$ cat config.mk
export PLATFORM = sky130hd
export DESIGN_NAME = dcache_ctrl_mp
export DESIGN_NICKNAME = d
export VERILOG_FILES = /design/src/rtl/dcache_ctrl_mp.sv
export SDC_FILE = /design/constraint.sdc
export NUM_CORES = 1
export LEC_CHECK = 0
export ABC_CLOCK_PERIOD_IN_PS = 7600
export CELL_PAD_IN_SITES_DETAIL_PLACEMENT = 1
export CELL_PAD_IN_SITES_GLOBAL_PLACEMENT = 2
export CORE_AREA = 2 2 543 545
export DETAILED_ROUTE_END_ITERATION = 16
export DIE_AREA = 0 0 545 547
export PLACE_DENSITY_LB_ADDON = 0.1
export SYNTH_ARGS = -nofsm -noshare
export SYNTH_HDL_FRONTEND = slang
export SYNTH_SLANG_ARGS = --single-unit
$ cat constraint.sdc
create_clock -name clock -period 7.6 [get_ports clock]
set_input_delay 1.14 -clock clock [delete_from_list [all_inputs] [get_ports clock]]
set_output_delay 1.14 -clock clock [all_outputs]
set_load 0.02 [all_outputs]
$ cat src/rtl/dcache_ctrl_mp.sv
// Multi-port data-cache controller: zero-latency load hits, miss/evict enqueue into the MSHR,
// single write-port arbitration (fill > flush > store) and the end-of-program flush walk.
module dcache_ctrl_mp #(
    parameter int NUM_LD    = 2,
    parameter int NUM_LINES = 32,
    parameter int WADDR_W   = 61,
    parameter int DATA_W    = 64
) (
    input  logic                          clock,
    input  logic                          reset,
    input  logic [NUM_LD-1:0]             ld_en,
    input  logic [NUM_LD*WADDR_W-1:0]     ld_waddr,
    input  logic [NUM_LD-1:0]             ld_hit,
    input  logic [NUM_LD*DATA_W-1:0]      ld_rdata,
    output logic [NUM_LD-1:0]             ld_valid,
    output logic [NUM_LD*DATA_W-1:0]      ld_value,
    input  logic                          st_en,
    input  logic [WADDR_W-1:0]            st_waddr,
    input  logic [DATA_W-1:0]             st_data,
    input  logic                          st_wr_hit,
    output logic                          st_done,
    input  logic                          fill_en,
    input  logic [WADDR_W-1:0]            fill_waddr,
    input  logic [DATA_W-1:0]             fill_data,
    input  logic                          fill_dirty,
    output logic                          fill_ack,
    output logic                          wr_en,
    output logic                          wr_valid,
    output logic                          wr_dirty,
    output logic [WADDR_W-1:0]            wr_waddr,
    output logic [DATA_W-1:0]             wr_data,
    input  logic                          ev_valid,
    input  logic                          ev_dirty,
    input  logic [WADDR_W-1:0]            ev_waddr,
    input  logic [DATA_W-1:0]             ev_data,
    input  logic                          mshr_ready,
    input  logic                          mshr_empty,
    input  logic [NUM_LD:0]               mshr_addr_hit,
    output logic [NUM_LD+1:0]             miss_en,
    output logic [(NUM_LD+2)*WADDR_W-1:0] miss_waddr,
    output logic [(NUM_LD+2)*DATA_W-1:0]  miss_data,
    input  logic                          flush_req,
    output logic                          flushing,
    output logic                          halt
);
    localparam int IDX_W = (NUM_LINES > 1) ? $clog2(NUM_LINES) : 1;
    localparam logic [DATA_W-1:0] LD_MISS_DATA = DATA_W'(64'hDEADBEEFDEADBEEF);

    typedef enum logic [1:0] {S_IDLE, S_FLUSH, S_DRAIN, S_DONE} state_t;

    state_t            state_q;
    logic [IDX_W-1:0]  idx_q;
    logic              rst_q;

    logic              active, fill_own, flush_own, st_own, flush_wr, st_enq, ev_enq;
    logic [NUM_LD-1:0] ld_miss, ld_dup, ld_enq;

    // Outputs stay quiet during reset and the cycle after it.
    assign active    = !(reset || rst_q);
    assign fill_own  = active && fill_en && mshr_ready;
    assign flush_own = active && (state_q == S_FLUSH) && !fill_own;
    assign st_own    = active && (state_q == S_IDLE) && st_en && !fill_own;
    assign flush_wr  = flush_own && mshr_ready;
    assign st_enq    = st_own && !st_wr_hit && !mshr_addr_hit[NUM_LD] && mshr_ready;
    assign ev_enq    = wr_en && (fill_own || flush_own) && ev_valid && ev_dirty;

    assign fill_ack  = fill_own;
    assign st_done   = st_own && (st_wr_hit || st_enq);
    assign ld_valid  = active ? (ld_en & ld_hit) : '0;
    assign ld_value  = active ? ld_rdata : '0;
    assign flushing  = active && ((state_q == S_FLUSH) || (state_q == S_DRAIN));
    assign halt      = active && (state_q == S_DONE) && mshr_empty;

    always_ff @(posedge clock) begin
        rst_q <= reset;
        if (reset) begin
            state_q <= S_IDLE;
            idx_q   <= '0;
        end else if (!rst_q) begin
            case (state_q)
                S_IDLE: if (flush_req) begin
                    state_q <= S_FLUSH;
                    idx_q   <= '0;
                end
                S_FLUSH: if (flush_wr) begin
                    if (idx_q == IDX_W'(NUM_LINES - 1)) state_q <= S_DRAIN;
                    else                                 idx_q   <= idx_q + IDX_W'(1);
                end
                S_DRAIN: if (mshr_empty) state_q <= S_DONE;
                default: ;
            endcase
        end
    end

    always_comb begin
        wr_en    = 1'b0;
        wr_valid = 1'b0;
        wr_dirty = 1'b0;
        wr_waddr = '0;
        wr_data  = '0;
        if (fill_own) begin
            wr_en    = 1'b1;
            wr_valid = 1'b1;
            wr_dirty = fill_dirty;
            wr_waddr = fill_waddr;
            wr_data  = fill_data;
        end else if (flush_own) begin
            // Invalidating write; the array reports the victim for eviction.
            wr_en    = mshr_ready;
            wr_waddr = WADDR_W'(idx_q);
        end else if (st_own) begin
            wr_en    = st_wr_hit;
            wr_valid = 1'b1;
            wr_dirty = 1'b1;
            wr_waddr = st_waddr;
            wr_data  = st_data;
        end
    end

    // Same-cycle misses to one address are merged onto the lowest port.
    always_comb begin
        ld_miss = ld_en & ~ld_hit;
        ld_dup  = '0;
        for (int i = 0; i < NUM_LD; i++) begin
            for (int j = 0; j < NUM_LD; j++) begin
                if (j < i && ld_miss[j] &&
                    ld_waddr[j*WADDR_W +: WADDR_W] == ld_waddr[i*WADDR_W +: WADDR_W])
                    ld_dup[i] = 1'b1;
            end
        end
        ld_enq = (active && state_q == S_IDLE && mshr_ready) ?
                 (ld_miss & ~mshr_addr_hit[NUM_LD-1:0] & ~ld_dup) : '0;
    end

    always_comb begin
        miss_en    = '0;
        miss_waddr = '0;
        miss_data  = '0;
        for (int i = 0; i < NUM_LD; i++) begin
            if (ld_enq[i]) begin
                miss_en[i]                       = 1'b1;
                miss_waddr[i*WADDR_W +: WADDR_W] = ld_waddr[i*WADDR_W +: WADDR_W];
                miss_data[i*DATA_W +: DATA_W]    = LD_MISS_DATA;
            end
        end
        if (st_enq) begin
            miss_en[NUM_LD]                       = 1'b1;
            miss_waddr[NUM_LD*WADDR_W +: WADDR_W] = st_waddr;
            miss_data[NUM_LD*DATA_W +: DATA_W]    = st_data;
        end
        if (ev_enq) begin
            miss_en[NUM_LD+1]                         = 1'b1;
            miss_waddr[(NUM_LD+1)*WADDR_W +: WADDR_W] = ev_waddr;
            miss_data[(NUM_LD+1)*DATA_W +: DATA_W]    = ev_data;
        end
    end
endmodule

==> impl_metrics.env, run 1 <==
export IMPL_status="finished clean"
export IMPL_insertion_delay_ps=250
export IMPL_r2r_slack_ps=5360
export IMPL_instances_no_fill=6185
export IMPL_post_synth_cell_area_avg_um2=6.80
export IMPL_start_kind="primary input"
export IMPL_vias_per_cell=2.14
export IMPL_synth_seq_area_share=0.0227
export IMPL_crit_slowest_cell="or4_2"
export IMPL_synth_seq_cells=8
export IMPL_wirelength_um=165000
export IMPL_synthFlopType="dfxtp_1"
export IMPL_yosysTopAreaCellShare=0.387
export IMPL_r2r_end="idx_q[3]"
export IMPL_drtIter0Drc=500
export IMPL_tritoncts="yes"
export IMPL_fp_dieW_um=545
export IMPL_dr_pass1_iters=4
export IMPL_final_core_util=0.0865
export IMPL_cts_root_buf="clkbuf_16"
export IMPL_post_cts_buffers=0
export IMPL_post_dp_hpwl_um=153000
export IMPL_finalHoldViolCount=0
export IMPL_synth_edff_count=0
export IMPL_rsz0062_at_grt="false"
export IMPL_antenna_found_initial=122
export IMPL_crit_type="primary input to output port"
export IMPL_slew_headroom=0.206
export IMPL_synth_area_um2=7040
export IMPL_grt_max_degree=127
export IMPL_worstPathArrival_ps=5720
export IMPL_skew_ps=3.35
export IMPL_drc=0
export IMPL_netlist_instances=1036
export IMPL_path_cells="clkdlybuf4s50_1 -> xnor2_1 -> nand4_1 -> nor4_1 -> nand4_1 -> or4_2 -> buf_12 -> and3_1 -> clkdlybuf4s50_1"
export IMPL_fin_ws_ps=741
export IMPL_ios=1409
export IMPL_grt_pass1_vias=13699
export IMPL_synthTopCellsByArea="and2_1 39%, a22o_1 15%, buf_4 14%"
export IMPL_cp_top_family="simple AND/OR/NAND/NOR gates"
export IMPL_yosysTopAreaCell="and2_1"
export IMPL_cts_buffers=3
export IMPL_dp_cells=6167
export IMPL_start_util=0.0241
export IMPL_required_ps=6460
export IMPL_fin_crit_sh=0.903
export IMPL_nNetsFinal=2903
export IMPL_netlist_top_cells_count="435 x and2_1, 131 x buf_4, 120 x a22o_1"
export IMPL_dp_slack_ps=488
export IMPL_grt_ovfl_total=0
export IMPL_max_cap_violations=0
export IMPL_avgRoutedWirePerCell_um=26.7
export IMPL_global_route_usage_total=0.105
export IMPL_clkSinkCount=8
export IMPL_ir_drop_mv=0.0477
export IMPL_core_area_um2=293000
export IMPL_yosysMostFrequentCell="and2_1"
export IMPL_critPathMaxStageDelay_ps=960
export IMPL_rows=199
export IMPL_timing_rr_start="state_q[1]"
export IMPL_crit_path_max_fanout=50
export IMPL_ctsHtreeMaxLevel=1
export IMPL_p_per_area_nw_per_um2=42.6
export IMPL_worst_path_buf_inv=3
export IMPL_final_max_slew_viol_count=0
export IMPL_grt_pass1_wl_um=197000
export IMPL_worstHoldStart="idx_q[1]"
export IMPL_dieHeight_um=547
export IMPL_yosys_warnings=0
export IMPL_hold_buffers=0
export IMPL_post_route_min_period_ps=6860
export IMPL_via_count=13228
export IMPL_die_area_um2=298000
export IMPL_gp_congestion=0.865
export IMPL_ant_nets=0
export IMPL_setup_tns_ps=0
export IMPL_hold_path_class="flop to flop"
export IMPL_drive_above_1_share=0.0458
export IMPL_clk_pin_slew_ps=40
export IMPL_tightest_slew_ps=1180
export IMPL_min_path_cells=2
export IMPL_setup_viol=0
export IMPL_power_leakage_nw=8.23
export IMPL_cts_resized=0
export IMPL_numPortBuffers=1376
export IMPL_syn_to_final_growth_pct=260
export IMPL_max_clock_path_buffers=2
export IMPL_fmax_mhz=146
export IMPL_synthArstFlopShare=0
export IMPL_end_kind="output port"
export IMPL_ff2ff_path_depth=8
export IMPL_hold_path_end="idx_q[1]"
export IMPL_synth_cell_types=50
routing by layer:
| metal | routed length (um) | part of all wire | GRT usage | up-vias |
|---|---|---|---|---|
| met5 | 469 | 0.0028 | 0 | - |
| met4 | 2090 | 0.013 | 0.0115 | 74 |
| met3 | 19100 | 0.12 | 0.0489 | 180 |
| met2 | 72500 | 0.44 | 0.168 | 991 |
| met1 | 71000 | 0.43 | 0.132 | 6236 |
| li1 | - | - | - | 5747 |
final cells by class:
cell class | instances | area, um^2
multi-input cells | 817 | 5540
flip-flops and latches | 8 | 160
diodes | 15 | 37.5
repair buffers | 1403 | 14500
inverters | 20 | 77.6
clock buffers | 3 | 75.1
well taps | 3919 | 4900
fillers | 34551 | 267000
placed cells by master (no fill, tap or decap), types with 4 or more instances in the layout:
master / n
and2_1: 435
clkdlybuf4s50_1: 1317
a31oi_1: 5
nor2_1: 11
and3_1: 64
nand2_1: 10
xor2_1: 25
buf_12: 55
a21oi_1: 13
nor4_1: 15
diode_2: 15
o22ai_1: 6
buf_4: 31
conb_1: 32
inv_1: 19
dfxtp_1: 8
a22o_1: 120
xnor2_1: 24
o21ai_0: 5
nand3_1: 4
ha_1: 7
nand4_1: 8
report_power, final:
part	switching, mW	internal (mW)
clock	0.0260	0.0683
sequential	0.00243	0.0439
combinational	0.462	0.475
total	0.491	0.587
logic make-up after synthesis:
group	after synthesis	synth area share
other	1	0.000533
buffers and inverters	242	0.209
multiplexers	1	0.00142
adder cells (fa/ha/maj)	7	0.0124
flip-flops	8	0.0227
AND/OR/NAND/NOR	566	0.506
AO/OA/AOI/OAI	162	0.187
XOR/XNOR	49	0.0610
registers in the layout (all words and copies together), names as in the netlist:
register	count
rst_q	1
idx_q	5
state_q	2
worst max-delay path by stage:
stage / startpoint / end / slack (ps) / cells past startpoint
after global routing: ld_waddr[119] / miss_data[115] / 350 / 9
after detailed placement: ld_waddr[119] / miss_data[80] / 490 / 9
final: ld_waddr[63] / miss_waddr[100] / 740 / 9
after global placement: ld_waddr[119] / miss_waddr[95] / 400 / 9
after CTS: ld_waddr[119] / miss_data[80] / 480 / 9
after floorplan: reset / miss_waddr[52] / 2560 / 6
tightest hold or removal path, cell delays in order, from the launching register on:
cell and delay [ps]:
dfxtp_1 340, nand2_1 70, a21oi_1 50
through the flow:
step                      hold slack, ps  area (um^2)  power, mW
final                                511        25300       1.08
after global routing                 545        25300       1.13
after CTS                            515        25300       1.11
after detailed placement             508        25200       1.01
after global placement               506        25200       1.02
after floorplan                      449         7160      0.304
Note: power is estimated with default switching activity, not from simulation.
==> inputs of run 2 (changes only) <==
--- a/config.mk
+++ b/config.mk
@@ -5,12 +5,13 @@
 export SDC_FILE = /design/constraint.sdc
 export NUM_CORES = 1
 export LEC_CHECK = 0
+export ABC_AREA = 1
 export ABC_CLOCK_PERIOD_IN_PS = 7600
 export CELL_PAD_IN_SITES_DETAIL_PLACEMENT = 1
 export CELL_PAD_IN_SITES_GLOBAL_PLACEMENT = 2
-export CORE_AREA = 2 2 543 545
+export CORE_AREA = 2 2 554 556
 export DETAILED_ROUTE_END_ITERATION = 16
-export DIE_AREA = 0 0 545 547
+export DIE_AREA = 0 0 556 558
 export PLACE_DENSITY_LB_ADDON = 0.1
 export SYNTH_ARGS = -nofsm -noshare
 export SYNTH_HDL_FRONTEND = slang
==> run 2 against run 1 <==
Compared with the run above: first-iteration DRC count shrank 16%; sequential share of layout area is essentially flat; fmax grew 9.0%; register-to-register slack gained 30 ps; global-route usage grew 0.14 points; clock power shrank 3.9%; non-clock buffer count shrank 6; worst hold slack lost 14 ps; via count grew 17%; largest cell class unchanged; largest power group unchanged.
==> impl_metrics.env, run 2 <==
export IMPL_status="finished clean"
export IMPL_clkSinkCount=8
export IMPL_hold_worst_slack_ps=497
export IMPL_r2r_slack_ps=5390
export IMPL_final_core_util=0.0845
export IMPL_regArea_um2=160
export IMPL_wirelength_um=174000
export IMPL_gr_usage_met2=0.199
export IMPL_pwr_share_comb=0.881
export IMPL_netlist_top_cells_count="546 x nor2_1, 522 x inv_1, 327 x nand2_1"
export IMPL_post_cts_buffers=0
export IMPL_worstPathArrival_ps=5150
export IMPL_slew_headroom=0.263
export IMPL_synth_area_um2=7790
export IMPL_tightest_slew_ps=1090
export IMPL_ant_nets=0
export IMPL_max_clock_path_buffers=2
export IMPL_synthFlopType="dfxtp_1"
export IMPL_setup_tns_ps=0
export IMPL_switching_share=0.499
export IMPL_largest_reg_flops=5
export IMPL_crit_slowest_cell="buf_4"
export IMPL_max_cap_violations=0
export IMPL_numPortBuffers=1376
export IMPL_final_max_slew_viol_count=0
export IMPL_insertion_delay_ps=240
export IMPL_clk_pin_slew_ps=40
export IMPL_nFillCells=36643
export IMPL_critPathMaxStageDelay_ps=820
export IMPL_global_route_usage_total=0.107
export IMPL_synthTopCellsByArea="nor2_1 26%, inv_1 25%, nand2_1 16%"
export IMPL_crit_path_max_fanout=76
export IMPL_post_dp_hpwl_um=162000
export IMPL_busiest_layer="met2"
export IMPL_p_per_area_nw_per_um2=46.9
export IMPL_ctsHtreeMaxLevel=1
export IMPL_regMostFlops="idx_q"
export IMPL_layout_commonest_cell="clkdlybuf4s50_1"
export IMPL_path_cells="clkdlybuf4s50_1 -> inv_2 -> nand2_8 -> nor2_4 -> nor2_4 -> nand2_1 -> nand2_1 -> nand3_4 -> buf_4 -> buf_4 -> nor2_1 -> clkdlybuf4s50_1"
export IMPL_finalHoldViolCount=0
export IMPL_synth_edff_count=0
export IMPL_grt_ovfl_total=0
export IMPL_design_area_um2=25700
export IMPL_syn_to_final_growth_pct=230
export IMPL_cts_buffers=3
export IMPL_p_sw_mw=0.602
export IMPL_synthArstFlopShare=0
export IMPL_ios=1409
export IMPL_cts_root_buf="clkbuf_16"
export IMPL_nNetsFinal=3674
export IMPL_synth_seq_area_share=0.0206
export IMPL_tritoncts="yes"
export IMPL_multiInputGateArea_um2=4490
export IMPL_end_kind="output port"
export IMPL_instances_no_fill=7044
export IMPL_drive_above_1_share=0.0152
export IMPL_post_dp_cell_area_um2=25600
export IMPL_grtUsageMet1=0.107
export IMPL_fmax_mhz=159
export IMPL_hold_buffers=0
export IMPL_grt_pass1_wl_um=210000
export IMPL_avgRoutedWirePerCell_um=24.7
export IMPL_post_synth_cell_area_avg_um2=4.32
export IMPL_worst_path_buf_inv=5
export IMPL_skew_ps=4.08
export IMPL_final_cell_mix="1,376 x clkdlybuf4s50_1, 546 x nor2_1, 520 x inv_1"
export IMPL_dp_cells=7016
export IMPL_ir_drop_mv=0.0355
export IMPL_p_int_mw=0.605
export IMPL_vias_per_cell=2.20
export IMPL_pwr_share_seq=0.044
export IMPL_drtIter0Drc=419
export IMPL_yosysMostFrequentCell="nor2_1"
export IMPL_drc=0
export IMPL_yosys_warnings=0
export IMPL_grt_pass1_vias=16548
export IMPL_synth_cell_types=27
export IMPL_crit_type="primary input to output port"
export IMPL_die_area_um2=310000
export IMPL_antenna_found_initial=125
export IMPL_cp_top_family="buffers and inverters"
export IMPL_fp_dieW_um=556
export IMPL_dieHeight_um=558
export IMPL_yosysTopAreaCell="nor2_1"
export IMPL_rows=203
export IMPL_fin_crit_sh=0.828
export IMPL_cts_resized=0
export IMPL_via_count=15475
export IMPL_use_met3=0.0572
export IMPL_synth_seq_cells=8
export IMPL_start_util=0.0256
export IMPL_netlist_instances=1801
export IMPL_start_kind="primary input"
export IMPL_largestRegisters="idx_q x5, state_q x2, rst_q x1"
export IMPL_required_ps=6460
export IMPL_core_area_um2=305000
export IMPL_hold_path_class="flop to flop"
export IMPL_post_route_min_period_ps=6290
export IMPL_dr_pass1_iters=5
export IMPL_p_clk_frac=0.075
export IMPL_gp_congestion=0.792
export IMPL_rsz0062_at_grt="false"
export IMPL_yosysTopAreaCellShare=0.263
export IMPL_power_leakage_nw=10.3
export IMPL_grt_max_degree=77
export IMPL_setup_viol=0
run 2: cell types whose count changed in the layout (fill, tap and decap cells not counted), sizes merged, moves of 15 or more:
cell           before   now
clkdlybuf4s50    1317  1376
inv                20   524
o21ai               5   136
nor4               16     1
buf                86    21
xnor2              24     0
and3               66     0
nor2               13   558
a22o              120     0
nand2              10   328
xor2               25     0
and2              436     0
run 2: tightest hold or removal path, cell delays in order (launching register included):
cell,delay [ps]
dfxtp_1,320
nand2_1,70
a21oi_1,60
run 2: cells by family after synthesis:
logic type                 synth area share
adders and majority gates            0.0112
buffers and inverters                 0.425
other                              0.000482
DFF                                  0.0206
and+or+nand+nor                       0.442
AOI/OAI and AO/OA                     0.100
run 2: per-layer routing:
metal | routed length, um | share of wire
met3 | 21800 | 0.13
met2 | 89400 | 0.51
met5 | 609 | 0.0035
met1 | 61000 | 0.35
met4 | 1160 | 0.0066
run 2: final timing paths:
check	from	end	cells after the start
hold reg to reg	idx_q[4]	idx_q[4]	2
hold / removal	idx_q[4]	idx_q[4]	2
setup reg to reg	state_q[1]	idx_q[3]	9
setup / recovery	reset	miss_data[198]	12
run 2: layout make-up:
class / instances / share of cell area
multi-input combinational: 1089 / 0.174
antenna: 25 / 0.00243
inverter: 525 / 0.0766
sequential: 8 / 0.00622
tap: 3997 / 0.194
timing repair buffer: 1397 / 0.543
clock buffer: 3 / 0.00292
run 2: through the flow:
step	total power, mW	worst slack (ps)
global route	1.31	844
detailed placement	1.17	1070
floorplan	0.386	3470
CTS	1.27	1050
finish	1.21	1310
global placement	1.18	1200
run 2: power groups by stage:
stage          Combinational, mW  Clock (mW)  Sequential [mW]
3_5_place_dp                1.12           0           0.0535
3_3_place_gp                1.12           0           0.0540
4_1_cts                     1.12      0.0934           0.0528
6_report                    1.06      0.0906           0.0526
2_1_floorplan              0.335           0           0.0516
5_1_grt                     1.16      0.0965           0.0540
==> inputs of run 3 (changes only) <==
--- a/config.mk
+++ b/config.mk
@@ -6,7 +6,7 @@
 export NUM_CORES = 1
 export LEC_CHECK = 0
 export ABC_AREA = 1
-export ABC_CLOCK_PERIOD_IN_PS = 7600
+export ABC_CLOCK_PERIOD_IN_PS = 6300
 export CELL_PAD_IN_SITES_DETAIL_PLACEMENT = 1
 export CELL_PAD_IN_SITES_GLOBAL_PLACEMENT = 2
 export CORE_AREA = 2 2 554 556
==> constraint.sdc (replaced) <==
create_clock -name clock -period 6.3 [get_ports clock]
set_input_delay 0.945 -clock clock [delete_from_list [all_inputs] [get_ports clock]]
set_output_delay 0.945 -clock clock [all_outputs]
set_load 0.02 [all_outputs]
==> run 3 against run 2 <==
Compared with the run above: combinational power is 20% higher; clock skew is 0.58 ps lower; flip-flop and latch count stayed put; first-iteration DRC count is 0.24% higher; clock-buffer cell count stayed put; sequential share of layout area hardly changed; largest cell class unchanged.
==> impl_metrics.env, run 3 (synthesized netlist as in run 2, its figures left out) <==
export IMPL_status="finished clean"
export IMPL_ctsHtreeMaxLevel=1
export IMPL_fp_dieW_um=556
export IMPL_ant_nets=0
export IMPL_ios=1409
export IMPL_hold_buffers=0
export IMPL_regMostFlops="idx_q"
export IMPL_hold_path_class="flop to flop"
export IMPL_post_cts_buffers=0
export IMPL_instances_no_fill=7058
export IMPL_grt_pass1_vias=16835
export IMPL_max_cap_violations=0
export IMPL_setup_tns_ps=0
export IMPL_dieHeight_um=558
export IMPL_clk_pin_slew_ps=40
export IMPL_drtIter0Drc=420
export IMPL_dr_pass1_iters=4
export IMPL_worstPathArrival_ps=4360
export IMPL_vias_per_cell=2.20
export IMPL_drc=0
export IMPL_core_area_um2=305000
export IMPL_syn_to_final_growth_pct=235
export IMPL_slew_headroom=0.419
export IMPL_cts_resized=0
export IMPL_clkSinkCount=8
export IMPL_die_area_um2=310000
export IMPL_antenna_found_initial=102
export IMPL_largest_reg_flops=5
export IMPL_fin_crit_sh=0.842
export IMPL_gp_congestion=0.792
export IMPL_crit_path_max_fanout=43
export IMPL_via_count=15499
export IMPL_power_leakage_nw=10.6
export IMPL_largestRegisters="idx_q x5, state_q x2, rst_q x1"
export IMPL_cts_root_buf="clkbuf_16"
export IMPL_max_clock_path_buffers=2
export IMPL_setup_viol=0
export IMPL_post_route_min_period_ps=5300
export IMPL_layout_commonest_cell="clkdlybuf4s50_1"
export IMPL_dp_cells=7030
export IMPL_crit_type="primary input to output port"
export IMPL_design_area_um2=26100
export IMPL_start_kind="primary input"
export IMPL_final_max_slew_viol_count=0
export IMPL_ir_drop_mv=0.0570
export IMPL_grt_ovfl_total=0
export IMPL_required_ps=5350
export IMPL_tightest_slew_ps=872
export IMPL_tritoncts="yes"
export IMPL_end_kind="output port"
export IMPL_p_per_area_nw_per_um2=55.3
export IMPL_avgRoutedWirePerCell_um=24.2
export IMPL_grt_pass1_wl_um=208000
export IMPL_skew_ps=3.51
export IMPL_nNetsFinal=3688
export IMPL_final_cell_mix="1,294 x clkdlybuf4s50_1, 546 x nor2_1, 520 x inv_1"
export IMPL_total_power_mw=1.44
export IMPL_insertion_delay_ps=240
export IMPL_final_core_util=0.0857
export IMPL_finalHoldViolCount=0
export IMPL_fmax_mhz=189
export IMPL_rows=203
export IMPL_numPortBuffers=1376
export IMPL_drive_above_1_share=0.0468
export IMPL_global_route_usage_total=0.105
export IMPL_post_dp_cell_area_um2=25900
export IMPL_grt_max_degree=82
export IMPL_wirelength_um=171000
export IMPL_start_util=0.0256
export IMPL_rsz0062_at_grt="false"
export IMPL_post_dp_hpwl_um=160000
export IMPL_cts_buffers=3
==> run 3: per-layer routing <==
layer / global-route usage / routed length (um) / share of wire
met3: 0.0548 / 20800 / 0.12
met4: 0.00840 / 1360 / 0.0079
met1: 0.108 / 61500 / 0.36
met5: 0 / 535 / 0.0031
met2: 0.194 / 86700 / 0.51
==> run 3: layout make-up <==
| type | count | area [um^2] |
|---|---|---|
| diodes | 25 | 62.6 |
| clock buffers | 3 | 75.1 |
| fillers | 36661 | 278000 |
| inverters | 525 | 1970 |
| multi-input cells | 1089 | 4490 |
| flip-flops and latches | 8 | 160 |
| well taps | 3997 | 5000 |
| repair buffers | 1411 | 14300 |
==> run 3: per-stage QoR <==
step | setup WS (ps) | hold WS [ps]
3_3_place_gp | 870 | 500
5_1_grt | 814 | 532
6_report | 997 | 515
4_1_cts | 813 | 507
3_5_place_dp | 842 | 494
2_1_floorplan | 2560 | 457
==> run 3: where the power goes <==
group          switching (mW)  internal, mW
Sequential            0.00677        0.0569
Combinational           0.672         0.597
Clock                  0.0271        0.0820
Total                   0.705         0.736
==> run 3: worst paths after layout <==
path	startpoint	cells past startpoint	slack [ps]	to
max	mshr_ready	8	1000	wr_data[8]
min	idx_q[4]	2	510	idx_q[4]
max reg2reg	state_q[1]	9	4060	idx_q[3]
min reg2reg	idx_q[4]	2	510	idx_q[4]
==> run 3: critical path, cell delays in order <==
cell and delay, ps:
clkdlybuf4s50_1 480, nand2_1 190, nand4_1 160, inv_1 180, nand2_4 400, buf_4 430, o21ai_0 700, clkdlybuf4s50_1 820
